==> src/rtl/tone_detector_pkg.sv <==
// rtl/tone_detector_pkg.sv - shared constants and helpers for the tone detector
// Purpose: note nominal periods at 50 MHz, the "no note" code, FSM encodings and
//          the window-match rule shared by the top and the note classifier.
// Ports:   none (package)
package tone_detector_pkg;

  localparam logic [3:0] NOTE_NONE  = 4'hF;

  localparam logic [0:0] ST_IDLE    = 1'b0;
  localparam logic [0:0] ST_MEASURE = 1'b1;

  // Nominal period of C4,D4,E4,F4,G4,A4,B4,C5 in 50 MHz clock cycles.
  function automatic int unsigned note_nom(input logic [2:0] idx);
    case (idx)
      3'd0:    return 191113;
      3'd1:    return 170265;
      3'd2:    return 151686;
      3'd3:    return 143173;
      3'd4:    return 127551;
      3'd5:    return 113636;
      3'd6:    return 101238;
      default: return 95556;
    endcase
  endfunction

  // A period belongs to a note when it is within nom/64 (~1.6%) of the nominal.
  function automatic logic note_match(input int unsigned p, input int unsigned nom);
    int unsigned diff;
    diff = (p >= nom) ? (p - nom) : (nom - p);
    return diff <= (nom >> 6);
  endfunction

endpackage

==> src/rtl/tone_detector_note_classifier.sv <==
// rtl/tone_detector_note_classifier.sv - period to note window compare
// Purpose: combinational lookup of which C4..C5 window contains a period;
//          NOTE_NONE when no window matches.
// Ports:   period_i  in  CNT_W  measured period in clock cycles
//          note_o    out 4      note index 0..7, or NOTE_NONE
module tone_detector_note_classifier
  import tone_detector_pkg::*;
#(
  parameter int unsigned CNT_W      = 20,
  parameter int unsigned NOTE_SHIFT = 0
) (
  input  logic [CNT_W-1:0] period_i,
  output logic [3:0]       note_o
);

  always_comb begin
    note_o = NOTE_NONE;
    // Windows are disjoint, so at most one index can match.
    for (int i = 0; i < 8; i++) begin
      if (note_match(32'(period_i), note_nom(3'(i)) >> NOTE_SHIFT)) begin
        note_o = 4'(i);
      end
    end
  end

endmodule

==> src/rtl/tone_detector.sv <==
// rtl/tone_detector.sv - square-wave tone period meter and note classifier
// Purpose: synchronises a 1-bit audio input, measures the rise-to-rise period,
//          flags tone present/absent and classifies the period as C4..C5.
//          Optional macro TONE_DET_AVG_EN: publish the mean of the last four
//          accepted periods, only once four have been collected since IDLE.
// Ports:   iCLK     in   1      system clock (50 MHz nominal)
//          iRST_N   in   1      asynchronous reset, active low
//          iSOUND   in   1      asynchronous square-wave input
//          oPERIOD  out  CNT_W  last published period in iCLK cycles (0 when silent)
//          oNEW     out  1      one-cycle pulse when oPERIOD/oNOTE update
//          oVALID   out  1      tone present
//          oNOTE    out  4      0..7 = C4..C5, 4'hF = unknown/none
// NOTE_SHIFT scales the nominal note table for a clock 2^NOTE_SHIFT slower than 50 MHz.
module tone_detector
  import tone_detector_pkg::*;
#(
  parameter int unsigned CNT_W       = 20,
  parameter int unsigned MIN_PERIOD  = 1000,
  parameter int unsigned TIMEOUT_CYC = 1_000_000,
  parameter int unsigned NOTE_SHIFT  = 0
) (
  input  logic             iCLK,
  input  logic             iRST_N,
  input  logic             iSOUND,
  output logic [CNT_W-1:0] oPERIOD,
  output logic             oNEW,
  output logic             oVALID,
  output logic [3:0]       oNOTE
);

  localparam logic [CNT_W-1:0] CNT_MIN = CNT_W'(MIN_PERIOD);
  localparam logic [CNT_W-1:0] CNT_TMO = CNT_W'(TIMEOUT_CYC);
  localparam logic [CNT_W-1:0] CNT_ONE = CNT_W'(1);

  // sync_q[0], sync_q[1] form the synchroniser; sync_q[2] is the edge-detect delay.
  logic [2:0]       sync_q;
  logic             rise;
  logic [0:0]       state_q, state_d;
  logic [CNT_W-1:0] cnt_q, cnt_d, cnt_inc;
  logic [CNT_W-1:0] period_q, period_d;
  logic             new_q, new_d;
  logic             valid_q, valid_d;
  logic [3:0]       note_q, note_d;
  logic [CNT_W-1:0] meas;
  logic [3:0]       meas_note;
  logic             publish_ok;

  assign rise = sync_q[1] & ~sync_q[2];

`ifdef TONE_DET_AVG_EN
  // Window = incoming period plus the three accepted before it (hist_q[0] newest).
  logic [2:0][CNT_W-1:0] hist_q, hist_d;
  logic [1:0]            fill_q, fill_d;
  logic [CNT_W+1:0]      sum;

  assign sum        = {2'b00, cnt_q} + {2'b00, hist_q[0]} + {2'b00, hist_q[1]} + {2'b00, hist_q[2]};
  assign meas       = CNT_W'(sum >> 2);
  assign publish_ok = (fill_q == 2'd3);
`else
  assign meas       = cnt_q;
  assign publish_ok = 1'b1;
`endif

  tone_detector_note_classifier #(
    .CNT_W      (CNT_W),
    .NOTE_SHIFT (NOTE_SHIFT)
  ) u_classifier (
    .period_i (meas),
    .note_o   (meas_note)
  );

  always_comb begin
    cnt_inc  = (cnt_q == CNT_TMO) ? cnt_q : cnt_q + CNT_ONE;
    state_d  = state_q;
    cnt_d    = cnt_q;
    period_d = period_q;
    new_d    = 1'b0;
    valid_d  = valid_q;
    note_d   = note_q;
`ifdef TONE_DET_AVG_EN
    hist_d   = hist_q;
    fill_d   = fill_q;
`endif
    case (state_q)
      ST_IDLE: begin
        cnt_d = '0;
        if (rise) begin
          state_d = ST_MEASURE;
          cnt_d   = CNT_ONE;
        end
      end
      default: begin
        // A rise arriving exactly at the timeout count is still a valid period.
        if (rise && (cnt_q >= CNT_MIN)) begin
          cnt_d = CNT_ONE;
          if (publish_ok) begin
            period_d = meas;
            note_d   = meas_note;
            valid_d  = 1'b1;
            new_d    = 1'b1;
          end
`ifdef TONE_DET_AVG_EN
          hist_d = {hist_q[1:0], cnt_q};
          fill_d = (fill_q == 2'd3) ? fill_q : fill_q + 2'd1;
`endif
        end else if (!rise && (cnt_q == CNT_TMO)) begin
          state_d  = ST_IDLE;
          cnt_d    = '0;
          valid_d  = 1'b0;
          period_d = '0;
          note_d   = NOTE_NONE;
`ifdef TONE_DET_AVG_EN
          hist_d   = '0;
          fill_d   = '0;
`endif
        end else begin
          // Glitch rises fall through here: the running count is not disturbed.
          cnt_d = cnt_inc;
        end
      end
    endcase
  end

  always_ff @(posedge iCLK or negedge iRST_N) begin
    if (!iRST_N) begin
      sync_q   <= '0;
      state_q  <= ST_IDLE;
      cnt_q    <= '0;
      period_q <= '0;
      new_q    <= 1'b0;
      valid_q  <= 1'b0;
      note_q   <= NOTE_NONE;
`ifdef TONE_DET_AVG_EN
      hist_q   <= '0;
      fill_q   <= '0;
`endif
    end else begin
      sync_q   <= {sync_q[1:0], iSOUND};
      state_q  <= state_d;
      cnt_q    <= cnt_d;
      period_q <= period_d;
      new_q    <= new_d;
      valid_q  <= valid_d;
      note_q   <= note_d;
`ifdef TONE_DET_AVG_EN
      hist_q   <= hist_d;
      fill_q   <= fill_d;
`endif
    end
  end

  assign oPERIOD = period_q;
  assign oNEW    = new_q;
  assign oVALID  = valid_q;
  assign oNOTE   = note_q;

endmodule

==> config.mk <==
export PLATFORM = sky130hd
export DESIGN_NAME = tone_detector
export DESIGN_NICKNAME = d
export VERILOG_FILES = /design/src/rtl/tone_detector_pkg.sv /design/src/rtl/tone_detector_note_classifier.sv /design/src/rtl/tone_detector.sv
export SDC_FILE = /design/constraint.sdc
export NUM_CORES = 1
export LEC_CHECK = 0
export CELL_PAD_IN_SITES_DETAIL_PLACEMENT = 1
export CELL_PAD_IN_SITES_GLOBAL_PLACEMENT = 1
export CORE_MARGIN = 5
export CORE_UTILIZATION = 40
export DETAILED_ROUTE_END_ITERATION = 10
export GPL_TIMING_DRIVEN = 0
export PLACE_DENSITY_LB_ADDON = 0.1
export REMOVE_ABC_BUFFERS = 1
export SYNTH_ARGS = -nofsm -noshare
export SYNTH_HDL_FRONTEND = slang
export SYNTH_HIERARCHICAL = 1
export SYNTH_SLANG_ARGS = --single-unit
==> constraint.sdc <==
create_clock -name iCLK -period 5.3 [get_ports iCLK]
set_input_delay 1.06 -clock iCLK [delete_from_list [all_inputs] [get_ports iCLK]]
set_output_delay 1.06 -clock iCLK [all_outputs]
set_load 0.03 [all_outputs]
# Word-level counts from Yosys, hierarchy flattened
# Cells that the tools add are included.
# W data, S select, Z words.
[op_classes]
addsub = 17
n_lt_le_gt_ge = 17
n_eq_ne = 2
n_mux = 33
n_bitwise = 2
n_reduce_logical = 5
[ops]
columns = ["operator", "count"]
rows = [
  ["$mux W32", 8],
  ["$le A32 B11 Y1 const B", 4],
  ["$le A32 B12 Y1 const B", 4],
  ["$mux W20", 6],
  ["$sub A17 B20 Y21 const A", 4],
  ["$sub A18 B20 Y21 const A", 4],
  ["$sub A20 B17 Y21 const B", 4],
  ["$sub A20 B18 Y21 const B", 4],
  ["$ge A20 B17 Y1 const B", 4],
  ["$ge A20 B18 Y1 const B", 4],
  ["$mux W4", 10],
  ["$add A20 B1 Y20 const B", 1],
  ["$eq A20 B20 Y1 const B", 1],
  ["$ge A20 B10 Y1 const B", 1],
  ["$mux W1", 9],
  ["$ne A4 B3 Y1 const B", 1],
  ["$logic_and A1 B1 Y1", 2],
  ["$reduce_and A2 Y1", 1],
  ["$reduce_bool A2 Y1", 1],
  ["$and A1 B1 Y1", 1],
  ["$logic_not A1 Y1", 1],
  ["$not A1 Y1", 1],
]
[word_totals]
ff_bits = 50
input_bits = 3
output_inout_bits = 26
word_cells = 83

# Depth between registers and ports, before layout
[logic_depth]
word_depth = 12
depth_mapped = 18
depth_no_buf = 13

# Modules after synthesis
# Netlist, hierarchy kept.
[by_module_without_submodules]
columns = ["mod", "n_inst", "cells_each", "area_each_um2", "seq_area_each_um2"]
rows = [
  ["tone_detector_note_classifier", 1, 1193, 7508.5, 0.0],
  ["tone_detector", 1, 225, 2439.8, 1256.2],
]

# Worst setup path before layout
# No wires, ideal clock.
[synth_timing]
path_type = "register -> register"
startpoint = "reg cnt_q[6]"
endpoint = "reg note_q[0] (netlist: oNOTE[0])"
setup_time_ps = 85
t_arrival_ps = 4139
required_ps = 5215
slack_ps = 1077
stages_incl_launch_ff = 19
path_buffers = 5
period_less_slack_ps = 4223
cell_sequence = "dfrtp_1 -> buf_2 -> buf_1 -> inv_1 -> clkbuf_1 -> ha_1 -> clkbuf_1 -> nor2b_1 -> nand3_1 -> nor4_1 -> nor4_1 -> buf_6 -> o32a_1 -> a221oi_2 -> nand4_1 -> a211oi_1 -> or2_1 -> o31ai_1 -> mux2_1"
[synth_between]
elab_chain_len = 12
elab_cells_between_ends = 55
classes_between = "16 x add/sub; 17 x order compare; 1 x eq/ne; 17 x mux; 4 x reduce/logical"
[synth_lines]
columns = ["element", "line", "rtl"]
rows = [
  ["from (decl)", "tone_detector.sv:39", "logic [CNT_W-1:0] cnt_q, cnt_d, cnt_inc;"],
  ["from (signal assigned)", "tone_detector.sv:140", "cnt_q <= cnt_d;"],
  ["$sub A18 B20 Y21, or another cell as far along", "tone_detector_pkg.sv:29", "diff = (p >= nom) ? (p - nom) : (nom - p);"],
  ["$mux W32", "tone_detector_pkg.sv:29", ""],
  ["$le A32 B12 Y1", "tone_detector_pkg.sv:30", "return diff <= (nom >> 6);"],
  ["$mux W4 (7 in a row)", "tone_detector_note_classifier.sv:20", "if (note_match(32'(period_i), note_nom(3'(i)) >> NOTE_SHIFT)) begin"],
  ["$mux W4 (*)", "tone_detector_note_classifier.sv:20", ""],
  ["named net meas_note[0]", "tone_detector.sv:45", "logic [3:0] meas_note;"],
  ["$mux W4 (*)", "tone_detector.sv:94", "if (rise && (cnt_q >= CNT_MIN)) begin"],
  ["to (signal assigned)", "tone_detector.sv:144", "note_q <= note_d;"],
  ["to (decl)", "tone_detector.sv:43", "logic [3:0] note_q, note_d;"],
]
# Mark *: on every way through the listed nets, which the timed path passes. The rest lies on a longest branch.
# A chain may end at the register's enable or synchronous reset.

# Worst setup path in the final report
[layout_timing]
startpoint = "reg cnt_q[7]"
endpoint = "reg note_q[3] (netlist: oNOTE[3])"
# Same word-level chain as after synthesis.

==> impl_metrics.ini <==
[floorplanning]
core_area_um2 = 24400
std_cell_rows = 57
start_util = 0.408
ios = 29
dieWidth_um = 168
die_area_um2 = 28100
die_h_um = 168

[routing]
drc = 0
first_pass_iters = 5
wl_met1_mm = 20.4
routed_via_density = 7.18
finalWirelength_mm = 46.5
dr_wl_met3_mm = 4.80
detail_route.wl_per_cell_um = 28.0
drtIter0Drc = 1416
wl_met2_mm = 19.7
num_vias = 11900
ant_nets = 0
top_layer = met4

[pwr]
peakVddDrop_mv = 0.278
power.density_nw_per_um2 = 223
leakagePower_nw = 3.75

[timing]
fmax_mhz = 188
setup_viol = 1
final_max_slew_viol_count = 0
fin_ws_ns = -0.00938
post-route-min-period_ns = 5.31
slew-limit-headroom = 0.172
grt_setup_unrepaired = false
hold_viol_final = 0
tns_ns = -0.00938
period_share = 1.00
clock_skew_ns = 0.00807
tightest_slew_ns = 1.24

[worst_setup_path]
ff2ff_path_depth = 14
endpoint_kind = flop
critPathMaxFanout = 30
cp-startpoint = cnt_q[7]
critPathArrivalTime_ns = 5.53
r2r_slack_ns = -0.009
r2r-start = cnt_q[7]
critPathKind = flop to flop
r2r_end = oNOTE[3]
start_kind = flop
crit_end = oNOTE[3]
worstPathRequired_ns = 5.52

[yosys]
yosys_most_used_dff = dfrtp_1
synth_cell_types = 105
synthCells = 1418
synth-seq-cells = 50
synth_edf_count = 0
ys_async_sr_fraction = 1.00
seq_area_frac_synth = 0.126
yosysWarnings = 6
syn_area_per_cell_um2 = 7.02
syn-cell-area_um2 = 9950

[clock_tree]
clk_pin_slew_worst_paths_ns = 0.07
cts_tree = yes
cts_made_buffers = 5
clk_path_buf_depth = 2
htree_levels = 2
cts_hold_buf = 0
clock_latency_ns = 0.30
root_buffer = clkbuf_16
clock-sinks = 50

[grt]
first_global_vias = 11400
grt-ovfl-total = 0
track_usage = 0.315
antenna_found_initial = 0
grt_first_pass_wirelength_mm = 70.8
grt_max_degree = 55

[final_layout]
final_layout_size_suffix_gt1_frac = 0.0875
final_cell_mix = o21ai_0 (114), nand2_1 (98), nor2_1 (93)
n_antenna_cell = 0
design_area_um2 = 10600
final_common_cell = o21ai_0
final_nets = 1361
finalNonFillerCells = 1661
syn_to_final_growth_pct = 6.25

[outcome]
status = complete, but fails checks
violations = setup timing

[hold_path]
worst_hold_path.num_cells = 0
hp-class = flop to flop

[run]
max-cap-violations = 0

[placed_design]
placed_area_um2 = 10300
port_buffers = 28
place_congestion = 0.989
place_ws_ns = -1.01
dp.cells = 1648
hpwlAfterDp_mm = 32.4
-- flip-flops by register name (all words and copies together), names as in the netlist --
name and cells:
cnt_q 20, oPERIOD 20, oNOTE 4, sync_q 3, oNEW 1, oVALID 1, state_q 1
-- where the power goes --
group	internal (mW)	switching [mW]	total, mW
Sequential	0.404	0.135	0.539
Combinational	0.500	0.989	1.49
Clock	0.175	0.155	0.330
-- cell families (layout without fill, tap and decap cells) --
group,count (synthesis),after routing,synth area share
AO/OA/AOI/OAI,475,475,0.336
flip-flops,50,50,0.126
multiplexers,48,48,0.0492
XOR/XNOR,91,91,0.0801
AND/OR/NAND/NOR,548,548,0.295
adder cells (fa/ha/maj),22,22,0.0277
buffers and inverters,184,103,0.0850
-- critical path, stage by stage (launching register included) --
cell and delay [ns]:
dfrtp_2 0.72, buf_12 0.28, clkinvlp_4 0.40, ha_1 0.56, inv_1 0.23, nand3_1 0.26, nor3_2 0.34, nor4_1 0.08
a2111oi_0 0.47, nand2_1 0.11, a2111o_1 0.43, nor4_1 0.70, nor3_1 0.13, nor4b_1 0.19, mux2_1 0.30
-- routing by layer --
metal | vias to the layer above | track usage
met5 | - | 0
met4 | 0 | 0.109
met3 | 96 | 0.0705
met2 | 649 | 0.462
met1 | 5941 | 0.453
li1 | 5236 | -
-- area by class of cell --
type | count | area (µm²)
Clock buffer | 5 | 125
Clock inverter | 3 | 21.3
Fill cell | 3095 | 13800
Inverter | 45 | 176
Multi-Input combinational cell | 1184 | 7920
Sequential cell | 50 | 1280
Tap cell | 324 | 405
Timing Repair Buffer | 50 | 637
-- cell usage after synthesis, drive strengths merged, types with 7 or more instances --
master | instances | share of area
ha | 22 | 0.028
o2111ai | 11 | 0.0097
a211oi | 29 | 0.023
o22ai | 16 | 0.010
or3 | 17 | 0.012
nor2 | 95 | 0.036
or4 | 10 | 0.0079
xnor2 | 87 | 0.077
nor3 | 72 | 0.037
or2 | 13 | 0.0082
clkbuf | 77 | 0.030
and2 | 12 | 0.0075
mux2i | 41 | 0.041
dfrtp | 46 | 0.12
and3 | 19 | 0.012
nand4 | 41 | 0.026
o31a | 8 | 0.0070
nand2b | 17 | 0.011
o21ai | 116 | 0.058
o21a | 14 | 0.011
nand3 | 59 | 0.030
nor2b | 17 | 0.011
a2111oi | 12 | 0.012
a221oi | 8 | 0.0089
o211ai | 17 | 0.013
a21oi | 78 | 0.040
o31ai | 20 | 0.015
nor4 | 32 | 0.021
inv | 44 | 0.017
nand2 | 102 | 0.039
and4 | 9 | 0.0080
a21o | 19 | 0.014
mux2 | 7 | 0.0079
buf | 62 | 0.038
a31oi | 25 | 0.016
-- worst min path at each step --
stage	startpoint	to
6_report	sync_q[0]	sync_q[1]
2_1_floorplan	sync_q[0]	sync_q[1]
4_1_cts	sync_q[0]	sync_q[1]
3_5_place_dp	sync_q[0]	sync_q[1]
3_3_place_gp	sync_q[0]	sync_q[1]
5_1_grt	sync_q[0]	sync_q[1]
-- through the flow --
step	power (mW)	utilization	hold slack, ns
3_3_place_gp	1.91	0.408	0.334
5_1_grt	2.49	0.433	0.371
4_1_cts	2.30	0.431	0.364
3_5_place_dp	1.96	0.423	0.348
6_report	2.36	0.433	0.360
2_1_floorplan	1.45	-	0.331
-- timing repair --
action | 4_1_cts | 5_1_grt
resized for setup | 11 | 6
setup endpoints to repair | 4 | 3
pin swaps | 1 | 0
buffers inserted | 1 | 4
hold endpoints to repair | 0 | 0
No activity file was read; power rests on OpenSTA's default activity.
